[config.mk]
export PLATFORM = sky130hd
export DESIGN_NAME = apb_rr_master
export DESIGN_NICKNAME = d
export VERILOG_FILES = /design/src/rtl/apb_arb_pkg.sv /design/src/rtl/apb_rr_master_arbiter.sv /design/src/rtl/apb_rr_master.sv
export SDC_FILE = /design/constraint.sdc
export NUM_CORES = 1
export LEC_CHECK = 0
export ABC_CLOCK_PERIOD_IN_PS = 2450
export CAP_MARGIN = 15
export CORE_ASPECT_RATIO = 0.9
export CORE_MARGIN = 1.5
export CORE_UTILIZATION = 39
export CTS_BUF_LIST = sky130_fd_sc_hd__clkbuf_4 sky130_fd_sc_hd__clkbuf_8
export CTS_CLUSTER_SIZE = 12
export DETAILED_ROUTE_END_ITERATION = 16
export PLACE_DENSITY = 0.86
export SLEW_MARGIN = 20
export SYNTH_ARGS = -nofsm -noshare
export SYNTH_HDL_FRONTEND = slang
export SYNTH_SLANG_ARGS = --single-unit
[constraint.sdc]
create_clock -name PCLK -period 2.45 [get_ports PCLK]
set_input_delay 0.3675 -clock PCLK [delete_from_list [all_inputs] [get_ports PCLK]]
set_output_delay 0.3675 -clock PCLK [all_outputs]
set_load 0.01 [all_outputs]
[src/rtl/apb_arb_pkg.sv]
// Shared types and helpers for the round-robin APB master.
//   apb_state_t : APB sequencing states (IDLE, SETUP, ACCESS)
//   DEF_*       : default parameter values for apb_rr_master
//   rr_next     : round-robin winner search over up to MAX_REQ requesters
package apb_arb_pkg;

  typedef enum logic [1:0] {
    IDLE   = 2'd0,
    SETUP  = 2'd1,
    ACCESS = 2'd2
  } apb_state_t;

  localparam int DEF_N_REQ   = 2;
  localparam int DEF_ADDR_W  = 33;
  localparam int DEF_DATA_W  = 32;
  localparam int DEF_TIMEOUT = 16;

  localparam int MAX_REQ = 8;
  localparam int PTR_W   = 3;

  // Returns the first set bit of vec strictly after ptr, wrapping. The search
  // runs modulo MAX_REQ; bits at or above the real requester count are held at
  // zero by the caller, so the result equals a modulo-N_REQ search. If vec is
  // empty the pointer is returned unchanged (caller qualifies with |vec).
  function automatic logic [PTR_W-1:0] rr_next(input logic [PTR_W-1:0] ptr,
                                               input logic [MAX_REQ-1:0] vec);
    logic [PTR_W-1:0] idx;
    rr_next = ptr;
    // Descending offsets, so the nearest candidate after ptr is written last.
    for (int unsigned k = MAX_REQ; k >= 1; k--) begin
      idx = ptr + PTR_W'(k);
      if (vec[idx]) rr_next = idx;
    end
  endfunction

endpackage

[src/rtl/apb_rr_master_arbiter.sv]
// Combinational round-robin arbiter.
//   req_i       : request vector
//   ptr_i       : index of the last granted requester
//   gnt_o       : one-hot grant
//   gnt_valid_o : at least one request present
//   gnt_idx_o   : binary index of the granted requester
module rr_arbiter
  import apb_arb_pkg::*;
#(
  parameter int N_REQ = DEF_N_REQ
) (
  input  logic [N_REQ-1:0] req_i,
  input  logic [PTR_W-1:0] ptr_i,
  output logic [N_REQ-1:0] gnt_o,
  output logic             gnt_valid_o,
  output logic [PTR_W-1:0] gnt_idx_o
);

  logic [MAX_REQ-1:0] vec;

  always_comb begin
    vec = '0;
    for (int unsigned i = 0; i < N_REQ; i++) vec[i] = req_i[i];
    gnt_valid_o = |req_i;
    gnt_idx_o   = rr_next(ptr_i, vec);
    gnt_o       = '0;
    for (int unsigned i = 0; i < N_REQ; i++) begin
      gnt_o[i] = gnt_valid_o && (gnt_idx_o == PTR_W'(i));
    end
  end

endmodule

[src/rtl/apb_rr_master.sv]
// Round-robin shared APB master: arbitrates N_REQ requesters onto one APB
// port and sequences each granted request through SETUP and ACCESS.
// Optional feature macro: APB_ARB_TIMEOUT_EN (abort ACCESS after TIMEOUT
// cycles without PREADY, reporting rsp_err=1).
//   PCLK, PRESETn               : clock, async active-low reset
//   req_valid/write/addr/wdata  : per-requester request (packed vectors)
//   req_ack                     : combinational one-hot capture strobe
//   rsp_valid/rsp_rdata/rsp_err : registered completion to the owner
//   PSEL..PWDATA, PREADY..      : APB master port
module apb_rr_master
  import apb_arb_pkg::*;
#(
  parameter int N_REQ   = DEF_N_REQ,
  parameter int ADDR_W  = DEF_ADDR_W,
  parameter int DATA_W  = DEF_DATA_W,
  parameter int TIMEOUT = DEF_TIMEOUT
) (
  input  logic                     PCLK,
  input  logic                     PRESETn,
  input  logic [N_REQ-1:0]         req_valid,
  input  logic [N_REQ-1:0]         req_write,
  input  logic [N_REQ*ADDR_W-1:0]  req_addr,
  input  logic [N_REQ*DATA_W-1:0]  req_wdata,
  output logic [N_REQ-1:0]         req_ack,
  output logic [N_REQ-1:0]         rsp_valid,
  output logic [DATA_W-1:0]        rsp_rdata,
  output logic                     rsp_err,
  output logic                     PSEL,
  output logic                     PENABLE,
  output logic                     PWRITE,
  output logic [ADDR_W-1:0]        PADDR,
  output logic [DATA_W-1:0]        PWDATA,
  input  logic                     PREADY,
  input  logic [DATA_W-1:0]        PRDATA,
  input  logic                     PSLVERR
);

  apb_state_t         state_q, state_d;
  logic [PTR_W-1:0]   ptr_q, ptr_d;
  logic [PTR_W-1:0]   owner_q, owner_d;
  logic               pwrite_q, pwrite_d;
  logic [ADDR_W-1:0]  paddr_q, paddr_d;
  logic [DATA_W-1:0]  pwdata_q, pwdata_d;
  logic [N_REQ-1:0]   rsp_valid_q, rsp_valid_d;
  logic [DATA_W-1:0]  rsp_rdata_q, rsp_rdata_d;
  logic               rsp_err_q, rsp_err_d;

  logic [N_REQ-1:0]   gnt;
  logic               gnt_valid;
  logic [PTR_W-1:0]   gnt_idx;
  logic               xfer_done, timeout_hit, arb_en, grant;
  logic               sel_write;
  logic [ADDR_W-1:0]  sel_addr;
  logic [DATA_W-1:0]  sel_wdata;

  rr_arbiter #(.N_REQ(N_REQ)) u_arb (
    .req_i       (req_valid),
    .ptr_i       (ptr_q),
    .gnt_o       (gnt),
    .gnt_valid_o (gnt_valid),
    .gnt_idx_o   (gnt_idx)
  );

`ifdef APB_ARB_TIMEOUT_EN
  localparam int CNT_W = $clog2(TIMEOUT + 1);
  logic [CNT_W-1:0] to_cnt_q, to_cnt_d;

  // Counts ACCESS cycles of the current transfer; zero on ACCESS entry.
  always_comb begin
    to_cnt_d = '0;
    if (state_q == ACCESS) to_cnt_d = to_cnt_q + CNT_W'(1);
  end

  always_ff @(posedge PCLK or negedge PRESETn) begin
    if (!PRESETn) to_cnt_q <= '0;
    else          to_cnt_q <= to_cnt_d;
  end

  assign timeout_hit = (state_q == ACCESS) && !PREADY &&
                       (to_cnt_q == CNT_W'(TIMEOUT - 1));
`else
  assign timeout_hit = 1'b0;
`endif

  assign xfer_done = (state_q == ACCESS) && (PREADY || timeout_hit);
  assign arb_en    = (state_q == IDLE) || xfer_done;
  assign grant     = arb_en && gnt_valid;
  // Gated with PRESETn so no ack is shown while reset is held.
  assign req_ack   = gnt & {N_REQ{arb_en & PRESETn}};

  // Mux the granted requester's fields from the one-hot grant.
  always_comb begin
    sel_write = 1'b0;
    sel_addr  = '0;
    sel_wdata = '0;
    for (int unsigned i = 0; i < N_REQ; i++) begin
      if (gnt[i]) begin
        sel_write = req_write[i];
        sel_addr  = req_addr[i*ADDR_W +: ADDR_W];
        sel_wdata = req_wdata[i*DATA_W +: DATA_W];
      end
    end
  end

  always_comb begin
    state_d     = state_q;
    ptr_d       = ptr_q;
    owner_d     = owner_q;
    pwrite_d    = pwrite_q;
    paddr_d     = paddr_q;
    pwdata_d    = pwdata_q;
    rsp_valid_d = '0;
    rsp_rdata_d = rsp_rdata_q;
    rsp_err_d   = rsp_err_q;

    case (state_q)
      IDLE:    if (grant) state_d = SETUP;
      SETUP:   state_d = ACCESS;
      ACCESS:  if (xfer_done) state_d = grant ? SETUP : IDLE;
      default: state_d = IDLE;
    endcase

    if (xfer_done) begin
      for (int unsigned i = 0; i < N_REQ; i++) begin
        rsp_valid_d[i] = (owner_q == PTR_W'(i));
      end
      rsp_rdata_d = (pwrite_q || !PREADY) ? '0 : PRDATA;
      rsp_err_d   = PREADY ? PSLVERR : 1'b1;
    end

    if (grant) begin
      ptr_d    = gnt_idx;
      owner_d  = gnt_idx;
      pwrite_d = sel_write;
      paddr_d  = sel_addr;
      pwdata_d = sel_wdata;
    end
  end

  always_ff @(posedge PCLK or negedge PRESETn) begin
    if (!PRESETn) begin
      state_q     <= IDLE;
      ptr_q       <= PTR_W'(N_REQ - 1);
      owner_q     <= '0;
      pwrite_q    <= 1'b0;
      paddr_q     <= '0;
      pwdata_q    <= '0;
      rsp_valid_q <= '0;
      rsp_rdata_q <= '0;
      rsp_err_q   <= 1'b0;
    end else begin
      state_q     <= state_d;
      ptr_q       <= ptr_d;
      owner_q     <= owner_d;
      pwrite_q    <= pwrite_d;
      paddr_q     <= paddr_d;
      pwdata_q    <= pwdata_d;
      rsp_valid_q <= rsp_valid_d;
      rsp_rdata_q <= rsp_rdata_d;
      rsp_err_q   <= rsp_err_d;
    end
  end

  assign PSEL      = (state_q != IDLE);
  assign PENABLE   = (state_q == ACCESS);
  assign PWRITE    = pwrite_q;
  assign PADDR     = paddr_q;
  assign PWDATA    = pwdata_q;
  assign rsp_valid = rsp_valid_q;
  assign rsp_rdata = rsp_rdata_q;
  assign rsp_err   = rsp_err_q;

endmodule

== Word-level counts from Yosys, hierarchy flattened ==
Index checks and enable logic that the tools add are counted.

* Flip-flop bits (word level): 109

* Add/subtract/negate cells: 7
* Order comparisons: 7
* Equal/unequal tests: 6
* Muxes and demuxes: 34
* Bitwise logic cells: 2
* Reductions and logical operators: 13

{| class="wikitable"
|+ Operator list
! kind !! count
|-
| 32-bit two-way mux || 3
|-
| 33-bit two-way mux || 2
|-
| 3-bit by 4-bit < comparator with 1-bit output, second input constant || 7
|-
| 1-bit binary-select mux with 3-bit select || 7
|-
| 3-bit two-way mux || 7
|-
| 3-bit adder, second input constant || 4
|-
| 1-bit two-way mux || 11
|-
| 3-bit by 2-bit adder with 3-bit output, second input constant || 2
|-
| 3-bit by 1-bit equality test with 1-bit output, second input constant || 2
|-
| 3-bit logical NOT || 2
|-
| 2-bit two-way mux || 3
|-
| 2-bit one-hot mux with 3 select lines || 1
|-
| 1-bit logical AND || 4
|-
| 3-bit by 1-bit adder with 3-bit output, second input constant || 1
|-
| 2-bit AND || 1
|-
| 2-bit by 1-bit equality test with 1-bit output, second input constant || 1
|-
| 2-bit equality test, second input constant || 1
|-
| 2-bit logical NOT || 1
|-
| 1-bit logical OR || 2
|-
| 2-bit by 1-bit inequality test with 1-bit output, second input constant || 1
|-
| 2-bit inequality test, second input constant || 1
|-
| 2-bit AND reduction || 1
|-
| 2-bit nonzero test || 1
|-
| 2-bit OR reduction || 1
|-
| 2 further kinds || 2
|}

== Logic depth before layout (Yosys ltp) ==
Gate-level depths: netlist of run 1.

* Depth after elaboration: 14
* Mapped depth: 9
* Mapped depth without buffers: 6

== Hierarchy ==
Synthesis of run 1 repeated with hierarchy kept, for this count alone.

* Cells, all modules: 408
* Area total of the unflattened synthesis: 4941.0 um^2

{| class="wikitable"
|+ By module, submodules not included
! module !! instances !! cells each !! area each (um^2)
|-
| apb_rr_master || 1 || 390 || 4828.4
|-
| rr_arbiter || 1 || 18 || 112.6
|}

== Worst setup path after synthesis of run 1 ==
No wires, ideal clock.

* Kind: register -> output
* Start point: register ptr_q[0]
* End point: output port req_ack[1]
* Arrival time: 2166 ps
* Data required time: 2082 ps
* Path slack: -83 ps
* Stages on the path, launching flop included: 9
* Buffers on the path: 2
* Path through: dfstp_2 > buf_6 > inv_1 > ha_1 > and3b_4 > a311o_1 > buf_2 > a31oi_1 > and3_1

* Word-level cells in the longest chain between the ends: 13
* Elaborated cells on any way between the ends: 31
* Those cells by class: 7 x add/sub; 1 x eq/ne; 21 x mux; 1 x bitwise; 1 x reduce/logical

{| class="wikitable"
|+ Ends and longest elaborated chain
! item !! line !! RTL
|-
| from (decl) || apb_rr_master.sv:39 || <nowiki>logic [PTR_W-1:0] ptr_q, ptr_d;</nowiki>
|-
| from (signal assigned) || apb_rr_master.sv:143 || <nowiki>ptr_q <= PTR_W'(N_REQ - 1);</nowiki>
|-
| from (signal assigned) || apb_rr_master.sv:153 || <nowiki>ptr_q <= ptr_d;</nowiki>
|-
| 3-bit adder || apb_arb_pkg.sv:31 || <nowiki>idx = ptr + PTR_W'(k);</nowiki>
|-
| 1-bit binary-select mux with 3-bit select || apb_arb_pkg.sv:32 || <nowiki>if (vec[idx]) rr_next = idx;</nowiki>
|-
| 1-bit two-way mux (not written as such) || apb_arb_pkg.sv:32 ||
|-
| 3-bit two-way mux (6 in series) || apb_arb_pkg.sv:32 ||
|-
| 3-bit two-way mux (*) || apb_arb_pkg.sv:32 ||
|-
| 3-bit by 1-bit equality test with 1-bit output (*) || apb_rr_master_arbiter.sv:28 || <nowiki>gnt_o[i] = gnt_valid_o && (gnt_idx_o == PTR_W'(i));</nowiki>
|-
| 1-bit logical AND (*) || apb_rr_master_arbiter.sv:28 ||
|-
| 2-bit AND (*) || apb_rr_master.sv:89 || <nowiki>assign req_ack = gnt & {N_REQ{arb_en & PRESETn}};</nowiki>
|-
| to (decl) || apb_rr_master.sv:24 || <nowiki>output logic [N_REQ-1:0] req_ack,</nowiki>
|}

Every way passes the cells marked *; elsewhere a longest branch is shown, timed or not. The select of a mux whose other input is x is not followed.

== Worst setup path in the final report of run 1 ==
Same ends and word-level chain as after synthesis.

==> summary.md, run 1 <==
| Metric | Value |
|---|---|
| Status | `complete, but fails checks` |
| Failing checks | `negative setup slack` |
| Comb power frac | `0.551` |
| HP Class | `input port to async pin` |
| Top cell type's share of synthesized area | `0.438` |
| Lkg Pwr | `about 3.4 nW` |
| Clock-pin slew on the worst setup and hold paths | `between 0.1 and 0.15 ns` |
| Die Y | `about 120 um` |
| Worst VDD drop | `~0.00057 V` |
| Worst slew margin | `0.394` |
| Final ANT Viol Nets | `0` |
| Port bufs | `274` |
| Final wirelength | `~22,000 um` |
| Final GP Congestion | `about 0.8` |
| Netlist cell types | `35` |
| Origin of the worst setup path | `ptr_q[0]$_DFFE_PN1P_` |
| Setup Total Neg Slack | `-0.182 ns` |
| Worst slew pin tran | `~0.91 ns` |
| Number of diodes | `0` |
| Pwr/cell area | `about 1000 nW/um^2` |
| Post-synthesis sequential area ratio | `0.442` |
| CTS H-tree depth | `3` |
| Dominant register cell in the synthesized netlist | `dfrtp_1` |
| CTS tree | `built` |
| Cts bufs inserted | `9` |
| Clock buffer depth | `2` |
| Synth Instances | `about 660` |
| Core region area | `15,300 um^2` |
| Crit Path Class | `flop to output pin` |
| Fin Hold WS | `around 0.068 ns` |
| IO Count | `roughly 280` |
| Critical Path AT | `2.22 ns` |
| Syn. warnings | `0` |
| DRT iter0 DRCs | `approximately 660` |
| R2R Path Start | `ptr_q[0]$_DFFE_PN1P_` |
| Sequential share of power | `0.321` |
| Dpl cells | `about 1,100` |
| Post-synth top cells | `dfrtp_1 (106), nor2_1 (72), a31oi_1 (68)` |
| CP Launch Type | `flop` |
| Ys async rst share | `1.00` |
| Worst-path fanout max | `3` |
| Min setup slack post-route | `-0.141 ns` |
| NetSw | `around 3.6 mW` |
| Hold-fix buffers, CTS | `0` |
| Clk root buf | `clkbuf_8` |
| Post-synth EDFFs | `0` |
| Top-count cell post-synth | `dfrtp_1` |
| Largest net degree at the start of global routing | `a little over 70` |
| Vias in the first global route | `6,601` |
| Tot Pwr | `9.24 mW` |
| GRT Total Usage | `0.262` |
| Final hold violation count | `0` |
| Cell taking the most area after synthesis | `dfrtp_1` |
| Gr ovfl total | `0` |
| Avg Synthesized Cell Area | `between 9 and 10 um^2` |
| Area Growth Syn to Fin | `52.2%` |
| RSZ-0062 raised after global routing | `true` |
| Clk_skew | `0.0161 ns` |
| Final setup fails | `2` |
| Pins over their slew limit | `0` |
| # rows | `43` |
| Vias per std cell | `between 6 and 7` |
| DRC Markers | `0` |
| Post-Syn Nets | `829` |
| Drt pass-1 iters | `5` |
| Clock sinks | `roughly 110` |
| CP required | `approximately 2.1 ns` |
| Fillers | `roughly 1,300` |
| Synthesis-stage register bit count | `approximately 110` |
| Critical Path Sink Type | `output pin` |
| Pint | `around 5.6 mW` |
| Netlist Area Pre-Place | `between 6000 and 7000 um^2` |
| Detailed Place HPWL | `13,600 um` |
| Global-route wire length before repair | `between 30,000 and 40,000 um` |
| Die ar. | `16,300 um^2` |
| Maxcap violations | `0` |
| Top cells by area, synth | `dfrtp_1 (44%), a221oi_1 (8.5%), o211ai_1 (8.2%)` |
| Worst skew pair latency | `about 0.38 ns` |
| Initial antenna violation count | `0` |
| Chip width | `between 100 and 150 um` |
| Non-filler cells, final | `1,097` |
| Final Util | `0.604` |
| Final #Nets | `1,062` |
| Clk pwr share | `0.128` |
| Via Count | `about 6,700` |
| Fraction of layout instances using a drive strength above 1 | `0.0916` |
| Starting density of the core | `0.396` |
| Avg WL per Cell | `19.7 um` |
| FMAX | `between 300 and 400 MHz` |
| Post-route minimum period | `around 2.6 ns` |
| Switching share of power | `0.394` |
| Period utilization | `1.06` |
==> critical path, cell delays in order (launching register included) <==
cell and delay (ns):
dfstp_2 0.56, inv_2 0.05, ha_4 0.21, nand2b_4 0.14
a311o_2 0.42, a31oi_4 0.17, and3_4 0.20, buf_6 0.10
==> power groups by stage <==
stage	clock network, mW	registers, mW	logic, mW
2_1_floorplan	0	3.31	2.24
4_1_cts	1.22	2.97	5.09
3_3_place_gp	0	2.97	4.98
5_1_grt	1.30	3.06	5.49
6_report	1.18	2.97	5.09
3_5_place_dp	0	2.99	5.06
==> layout make-up <==
class	count	area (um^2)	area share
repair buffers	306	3020	0.328
clock inverters	6	78.8	0.00855
well taps	202	253	0.0274
clock buffers	10	131	0.0142
inverters	4	15.0	0.00163
multi-input cells	462	3040	0.330
flip-flops and latches	107	2680	0.291
==> layer usage <==
metal,GRT usage,part of all wire
met5,0,0
met4,0.0914,0.022
met3,0.0627,0.084
met2,0.441,0.48
met1,0.329,0.41
==> final timing paths <==
path / to / slack (ns) / cells past startpoint
max in group asynchronous: PWDATA[21]$_DFFE_PN0P_ / 1.62 / 2
min: PWDATA[6]$_DFFE_PN0P_ / 0.07 / 2
max: req_ack[1] / -0.14 / 7
max reg2reg: PWDATA[9]$_DFFE_PN0P_ / 0.12 / 7
min reg2reg: rsp_valid[0]$_DFF_PN0_ / 0.47 / 1
min in group PCLK: ptr_q[0]$_DFFE_PN1P_ / 0.44 / 3
==> stage by stage <==
stage | setup slack [ns] | area (um^2)
3_3_place_gp | -0.260 | 8960
5_1_grt | -0.252 | 9220
2_1_floorplan | 0.00142 | 6080
4_1_cts | -0.158 | 9200
3_5_place_dp | -0.295 | 8960
6_report | -0.141 | 9220
==> state kept, by name (all words and copies together) (netlist names) <==
signal     cells
rsp_valid      2
PWDATA        32
ptr_q          3
rsp_err        1
state_q        2
rsp_rdata     32
PWRITE         1
owner_q        1
PADDR         33
==> placed cells by master (no fill, tap or decap), types with 2 or more instances in the layout <==
master	instances
inv_2	2
a221oi_1	59
nor4_1	2
buf_2	3
inv_1	2
a31oi_1	67
nand2b_1	33
mux2_2	3
clkbuf_8	9
buf_6	2
and2_1	2
inv_8	2
nand4_1	66
nand2_1	34
o21ai_0	32
a221oi_2	7
nor2_1	71
buf_12	4
clkdlybuf4s50_1	269
dfrtp_1	106
nor2b_1	2
ha_4	2
o211ai_1	66
inv_6	2
buf_4	28
==> cells by family after synthesis <==
group / count (synthesis) / share of synthesized area
flops: 107 / 0.442
fa+ha+maj: 2 / 0.00413
simple gates: 218 / 0.184
mux: 4 / 0.00723
buf+inv: 88 / 0.0700
compound gates: 238 / 0.293
==> timing repair <==
| item | 4_1_cts | 5_1_grt |
|---|---|---|
| setup buffers | 1 | 1 |
| pin swaps | 5 | 2 |
| resized for setup | 15 | 4 |
| setup endpoints to repair | 68 | 48 |
(Power assumes the default switching activity.)
==> inputs of run 2 (changes only) <==
--- a/config.mk
+++ b/config.mk
@@ -14,6 +14,7 @@
 export CTS_CLUSTER_SIZE = 12
 export DETAILED_ROUTE_END_ITERATION = 16
 export PLACE_DENSITY = 0.86
+export SKIP_LAST_GASP = 1
 export SLEW_MARGIN = 20
 export SYNTH_ARGS = -nofsm -noshare
 export SYNTH_HDL_FRONTEND = slang
==> results of run 2 <==
No change in the layout: final DEF, timing and power equal those of run 1.
==> inputs of run 3 (changes only) <==
--- a/config.mk
+++ b/config.mk
@@ -11,7 +11,7 @@
 export CORE_MARGIN = 1.5
 export CORE_UTILIZATION = 39
 export CTS_BUF_LIST = sky130_fd_sc_hd__clkbuf_4 sky130_fd_sc_hd__clkbuf_8
-export CTS_CLUSTER_SIZE = 12
+export CTS_CLUSTER_SIZE = 10
 export DETAILED_ROUTE_END_ITERATION = 16
 export PLACE_DENSITY = 0.86
 export SKIP_LAST_GASP = 1
==> results of run 3 <==
No change in the layout: final DEF, timing and power equal those of run 1.
